`config.mk`:
```
export PLATFORM = sky130hd
export DESIGN_NAME = id_ex_pipeline_reg
export DESIGN_NICKNAME = d
export VERILOG_FILES = /design/src/rtl/id_ex_pipeline_reg_pkg.sv /design/src/rtl/id_ex_pipeline_reg_skid.sv /design/src/rtl/id_ex_pipeline_reg.sv
export SDC_FILE = /design/constraint.sdc
export NUM_CORES = 1
export LEC_CHECK = 0
export ABC_AREA = 1
export BUFFER_PORTS_ARGS = -buffer_cell sky130_fd_sc_hd__buf_4
export CAP_MARGIN = 20
export CORE_UTILIZATION = 30
export DETAILED_ROUTE_END_ITERATION = 10
export GPL_TIMING_DRIVEN = 0
export PLACE_DENSITY = 0.55
export SLEW_MARGIN = 25
export SYNTH_ARGS = -nofsm -noshare
export SYNTH_HDL_FRONTEND = slang
export SYNTH_SLANG_ARGS = --single-unit
```
`constraint.sdc`:
```
create_clock -name clk -period 1.58 [get_ports clk]
set_input_delay 0.158 -clock clk [delete_from_list [all_inputs] [get_ports clk]]
set_output_delay 0.158 -clock clk [all_outputs]
set_load 0.02 [all_outputs]
```
`src/rtl/id_ex_pipeline_reg_pkg.sv`:
```
// Shared types and helpers for the ID->EX stage register.
package id_ex_pipeline_reg_pkg;

   localparam int RD_W = 5;

   // Occupancy encoding: bit0 = main valid, bit1 = skid valid.
   typedef enum logic [1:0] {
      BUF_EMPTY = 2'b00,
      BUF_MAIN  = 2'b01,
      BUF_BOTH  = 2'b11
   } buf_state_e;

   function automatic int payload_w(input int dw, input int cw);
      return 4 * dw + RD_W + cw;
   endfunction

endpackage

```
`src/rtl/id_ex_pipeline_reg_skid.sv`:
```
// Generic two-entry valid/ready skid buffer with a registered in_ready.
module pipe_skid_buffer
   import id_ex_pipeline_reg_pkg::*;
#(
   parameter int W = 8
) (
   input  logic         clk,
   input  logic         reset_n,
   input  logic         flush,
   input  logic         in_valid,
   output logic         in_ready,
   input  logic [W-1:0] in_data,
   output logic         out_valid,
   input  logic         out_ready,
   output logic [W-1:0] out_data
);

   buf_state_e   state_q;
   buf_state_e   state_d;
   logic [W-1:0] main_q;
   logic [W-1:0] skid_q;
   logic         load_main;
   logic         load_skid;
   logic         main_from_skid;
   logic         accept;
   logic         drain;

   assign in_ready  = ~state_q[1];
   assign out_valid = state_q[0];
   assign out_data  = main_q;
   assign accept    = in_valid & in_ready;
   assign drain     = out_valid & out_ready;

   always_comb begin
      state_d        = state_q;
      load_main      = 1'b0;
      load_skid      = 1'b0;
      main_from_skid = 1'b0;
      unique case (state_q)
         BUF_EMPTY: begin
            if (accept) begin
               load_main = 1'b1;
               state_d   = BUF_MAIN;
            end
         end
         BUF_MAIN: begin
            if (drain && accept) begin
               load_main = 1'b1;
            end else if (drain) begin
               state_d = BUF_EMPTY;
            end else if (accept) begin
               load_skid = 1'b1;
               state_d   = BUF_BOTH;
            end
         end
         BUF_BOTH: begin
            if (drain) begin
               main_from_skid = 1'b1;
               state_d        = BUF_MAIN;
            end
         end
         default: state_d = BUF_EMPTY;
      endcase
      // Payload may go stale on flush; the cleared valids gate it.
      if (flush) begin
         state_d = BUF_EMPTY;
      end
   end

   always_ff @(posedge clk) begin
      if (!reset_n) begin
         state_q <= BUF_EMPTY;
         main_q  <= '0;
         skid_q  <= '0;
      end else begin
         state_q <= state_d;
         if (load_main) begin
            main_q <= in_data;
         end else if (main_from_skid) begin
            main_q <= skid_q;
         end
         if (load_skid) begin
            skid_q <= in_data;
         end
      end
   end

endmodule

```
`src/rtl/id_ex_pipeline_reg.sv`:
```
// ID->EX stage register: packs the decoded instruction around a skid buffer.
// Optional performance counters are enabled with ID_EX_PERF_CNT_EN.
module id_ex_pipeline_reg
   import id_ex_pipeline_reg_pkg::*;
#(
   parameter int CTRL_W = 16,
   parameter int DATA_W = 32
) (
   input  logic              clk,
   input  logic              reset_n,
   input  logic              flush,
   input  logic              id_valid,
   output logic              id_ready,
   input  logic [DATA_W-1:0] id_pc,
   input  logic [DATA_W-1:0] id_imm,
   input  logic [DATA_W-1:0] id_rs1_data,
   input  logic [DATA_W-1:0] id_rs2_data,
   input  logic [RD_W-1:0]   id_rd,
   input  logic [CTRL_W-1:0] id_ctrl,
   output logic              ex_valid,
   input  logic              ex_ready,
   output logic [DATA_W-1:0] ex_pc,
   output logic [DATA_W-1:0] ex_imm,
   output logic [DATA_W-1:0] ex_rs1_data,
   output logic [DATA_W-1:0] ex_rs2_data,
   output logic [RD_W-1:0]   ex_rd,
   output logic [CTRL_W-1:0] ex_ctrl
`ifdef ID_EX_PERF_CNT_EN
   ,
   output logic [31:0]       perf_stall_cnt,
   output logic [31:0]       perf_bubble_cnt,
   output logic [31:0]       perf_flush_cnt
`endif
);

   localparam int PW = payload_w(DATA_W, CTRL_W);

   logic [PW-1:0] in_data;
   logic [PW-1:0] out_data;

   assign in_data = {id_pc, id_imm, id_rs1_data,
                     id_rs2_data, id_rd, id_ctrl};

   assign {ex_pc, ex_imm, ex_rs1_data,
           ex_rs2_data, ex_rd, ex_ctrl} = out_data;

   pipe_skid_buffer #(
      .W (PW)
   ) u_skid (
      .clk       (clk),
      .reset_n   (reset_n),
      .flush     (flush),
      .in_valid  (id_valid),
      .in_ready  (id_ready),
      .in_data   (in_data),
      .out_valid (ex_valid),
      .out_ready (ex_ready),
      .out_data  (out_data)
   );

`ifdef ID_EX_PERF_CNT_EN
   // Free-running counters, wrapping naturally at 2^32.
   always_ff @(posedge clk) begin
      if (!reset_n) begin
         perf_stall_cnt  <= '0;
         perf_bubble_cnt <= '0;
         perf_flush_cnt  <= '0;
      end else begin
         if (ex_valid && !ex_ready) begin
            perf_stall_cnt <= perf_stall_cnt + 32'd1;
         end
         if (!ex_valid) begin
            perf_bubble_cnt <= perf_bubble_cnt + 32'd1;
         end
         if (flush) begin
            perf_flush_cnt <= perf_flush_cnt + 32'd1;
         end
      end
   end
`endif

endmodule

```
==> impl_metrics.env <==
export IMPL_cap_violations=0
export IMPL_fmax_ghz=0.598
export IMPL_port_buffers=304
export IMPL_grt_pass1_vias=14200
export IMPL_grt_max_degree=20
export IMPL_holdPathStages=6
export IMPL_max_slew_margin_pct=50.6
export IMPL_synth_area_per_cell_um2=7.20
export IMPL_ant_nets=0
export IMPL_tritoncts="yes"
export IMPL_arrival_ns=2.08
export IMPL_rows=76
export IMPL_fin_ws_ns=-0.0915
export IMPL_leakage_nw=10.3
export IMPL_tightest_slew_ns=0.741
export IMPL_syn_cell_area_um2=13300
export IMPL_cp_data_required_time_ns=1.99
export IMPL_num_fill_cells=3999
export IMPL_cts_buffers=36
export IMPL_syn_inst=1854
export IMPL_first_iter_violations=990
export IMPL_io_pins=305
export IMPL_fin_setup_tns_ns=-9.66
export IMPL_crit_chain="buf_6 -> nand2_8 -> inv_4 -> nand3_4 -> nand2_8 -> clkbuf_16 -> clkbuf_16 -> nand2_1 -> nand2_1 -> a21oi_1"
export IMPL_dp_cells=2743
export IMPL_worst_path_stages=10
export IMPL_pre_cts_ws_ns=-0.519
export IMPL_nets=2573
export IMPL_slew_viol_final=0
export IMPL_track_usage_pct=22.1
export IMPL_synth_top_cells_by_area="dfxtp_1 (45%), nand2_1 (13%), a21oi_1 (11%)"
export IMPL_multiInputGateArea_um2=6930
export IMPL_fin_crit_sh_pct=106
export IMPL_start_util_pct=30.7
export IMPL_layout_area_seq_um2=6010
export IMPL_h_tree_depth=2
export IMPL_yosysUniqueCellTypes=24
export IMPL_wl_um=54500
export IMPL_power_density_nw_per_um2=1010
export IMPL_cp_max_fo=6
export IMPL_gp_congestion=0.852
export IMPL_startpoint_type="register"
export IMPL_cp_end_kind="register"
export IMPL_ys_seq_elements=300
export IMPL_hold_path_class="input pin to register"
export IMPL_finalHoldViolCount=0
export IMPL_ys_warn_count=0
export IMPL_clock_skew_ns=0.0122
export IMPL_dr_pass1_iters=5
export IMPL_root_buffer="clkbuf_16"
export IMPL_holdWs_ns=0.134
export IMPL_rr_worst_depth=10
export IMPL_report_final_setup_viol=229
export IMPL_critPathBufInv=4
export IMPL_vdd_drop_max_uv=617
export IMPL_drcViolationCount=0
export IMPL_ys_seq_area_share_pct=45.0
export IMPL_violations="setup timing"
export IMPL_status="finished with violations"
export IMPL_crit_slowest_cell="dfxtp_4"
export IMPL_clk_pin_slew_worst_paths_ns=0.06
export IMPL_core_um2=43500
export IMPL_clockBufferDepth=3
export IMPL_yosys_area_top_type_share_pct=45.0
export IMPL_max_stage_delay_ns=0.40
export IMPL_die_area_um2=45300
export IMPL_fin_cells=3029
export IMPL_routed_via_density=4.99
export IMPL_rsz0062_at_grt="yes"
export IMPL_antenna_found_initial=2
export IMPL_grt_pass1_wl_um=77700
export IMPL_cts_sinks=300
export IMPL_wl_per_cell_um=18.0
export IMPL_fin_crit_ns=1.67
export IMPL_vias=15100
export IMPL_yosysTopAreaCell="dfxtp_1"
export IMPL_path_class="register to register"
export IMPL_path_delay_family="buffers and inverters"
export IMPL_syn_to_final_growth_pct=68.5
export IMPL_drive_gt1_share_pct=35.7
export IMPL_clk_insertion_delay_late_ns=0.55
export IMPL_die_h_um=213
export IMPL_syn_num_nets=2012
export IMPL_grt_ovfl_total=0
export IMPL_die_x_um=213
export IMPL_hpwlAfterDp_um=34500
==> power breakdown <==
part	internal (W)	switching, W	total, W
clock network	0.00486	0.00336	0.00823
registers	0.00822	0.000421	0.00864
logic	0.00287	0.00302	0.00589
total	0.0159	0.00681	0.0228
==> through the flow <==
stage	cell area (um2)	util (%)	power (W)
5_1_grt	22500	51.7	0.0237
3_5_place_dp	16400	37.7	0.0128
2_1_floorplan	13400	-	0.0111
6_report	22500	51.7	0.0228
4_1_cts	20400	47.0	0.0219
3_3_place_gp	16400	37.7	0.0128
==> per-layer routing <==
metal	track usage (%)	vias up	wire length, um
met5	0	-	0
met4	7.32	0	1630
met3	4.13	106	2920
met2	36.2	482	25800
met1	29.0	7148	24100
li1	-	7367	-
==> cell usage in the layout (no fill, tap or decap), types with 37 or more instances in the layout <==
cell | netlist | final
clkbuf_16 | 0 | 71
inv_1 | 154 | 151
buf_8 | 0 | 45
nand4_1 | 150 | 150
o21ai_2 | 0 | 41
nand3_1 | 150 | 100
buf_4 | 22 | 351
nand2_2 | 3 | 91
nand3_2 | 1 | 48
buf_6 | 14 | 37
o21ai_1 | 7 | 53
o21ai_0 | 142 | 51
clkbuf_1 | 59 | 40
a21oi_2 | 0 | 80
a21oi_1 | 299 | 219
dlygate4sd3_1 | 0 | 150
nand2_1 | 453 | 352
dfxtp_1 | 300 | 298
==> worst paths after layout <==
| path | from | endpoint | slack (ns) |
|---|---|---|---|
| worst max-delay path | u_skid.state_q[0]$_SDFFE_PP0P_ | u_skid.out_data[56]$_SDFFE_PN0P_ | -0.09 |
| worst min-delay path | ex_ready | u_skid.state_q[1]$_SDFFE_PP0P_ | 0.13 |
| worst max register to register | u_skid.state_q[0]$_SDFFE_PP0P_ | u_skid.out_data[56]$_SDFFE_PN0P_ | -0.09 |
| worst min register to register | u_skid.out_data[67]$_SDFFE_PN0P_ | u_skid.out_data[67]$_SDFFE_PN0P_ | 0.49 |
==> what timing repair did <==
item,CTS,global route
resized for setup,302,406
pin swaps,37,108
endpoints found under the setup margin,300,289
gates cloned,9,31
setup buffers,23,12
hold buffers,150,0
hold endpoints to repair,278,0
==> cell usage after synthesis <==
cell,n
nand2_1,453
dfxtp_1,300
a21oi_1,299
inv_1,154
nand3_1,150
nand4_1,150
o21ai_0,142
buf_2,81
clkbuf_1,59
buf_4,22
buf_6,14
o21ai_1,7
ha_1,4
nor2_1,4
inv_2,3
nand2_2,3
nor2_4,2
and2_1,1
buf_1,1
clkbuf_4,1
clkinv_1,1
nand2_4,1
nand3_2,1
nor2_8,1
==> logic make-up (layout without fill, tap and decap cells) <==
logic type      after synthesis  after routing  share of synthesized area [%]
simple gates                766            766                           26.2
compound gates              448            448                           16.8
buf+inv                     336            924                           11.6
flops                       300            300                           45.0
fa+ha+maj                     4              4                          0.375
other cells                   0              2                              0
==> state kept, by name (all words and copies together) (netlist names) <==
signal	count
u_skid.out_data	149
u_skid.skid_q	149
u_skid.state_q	2
==> layout make-up <==
class                   count  area share, %
flip-flops and latches    300           26.7
repair buffers            529           23.1
clock inverters            10          0.401
inverters                 158           2.70
well taps                 585           3.26
multi-input cells        1218           30.8
clock buffers              55           4.78
diodes                      2         0.0223
plain buffers             172           8.19
==> tightest hold or removal path: cells and delay by family <==
kind | cells | cell delay, ns
AND/OR/NAND/NOR | 5 | 0.36
buffers and inverters | 1 | 0.11
No activity file was read; power rests on OpenSTA's default activity.
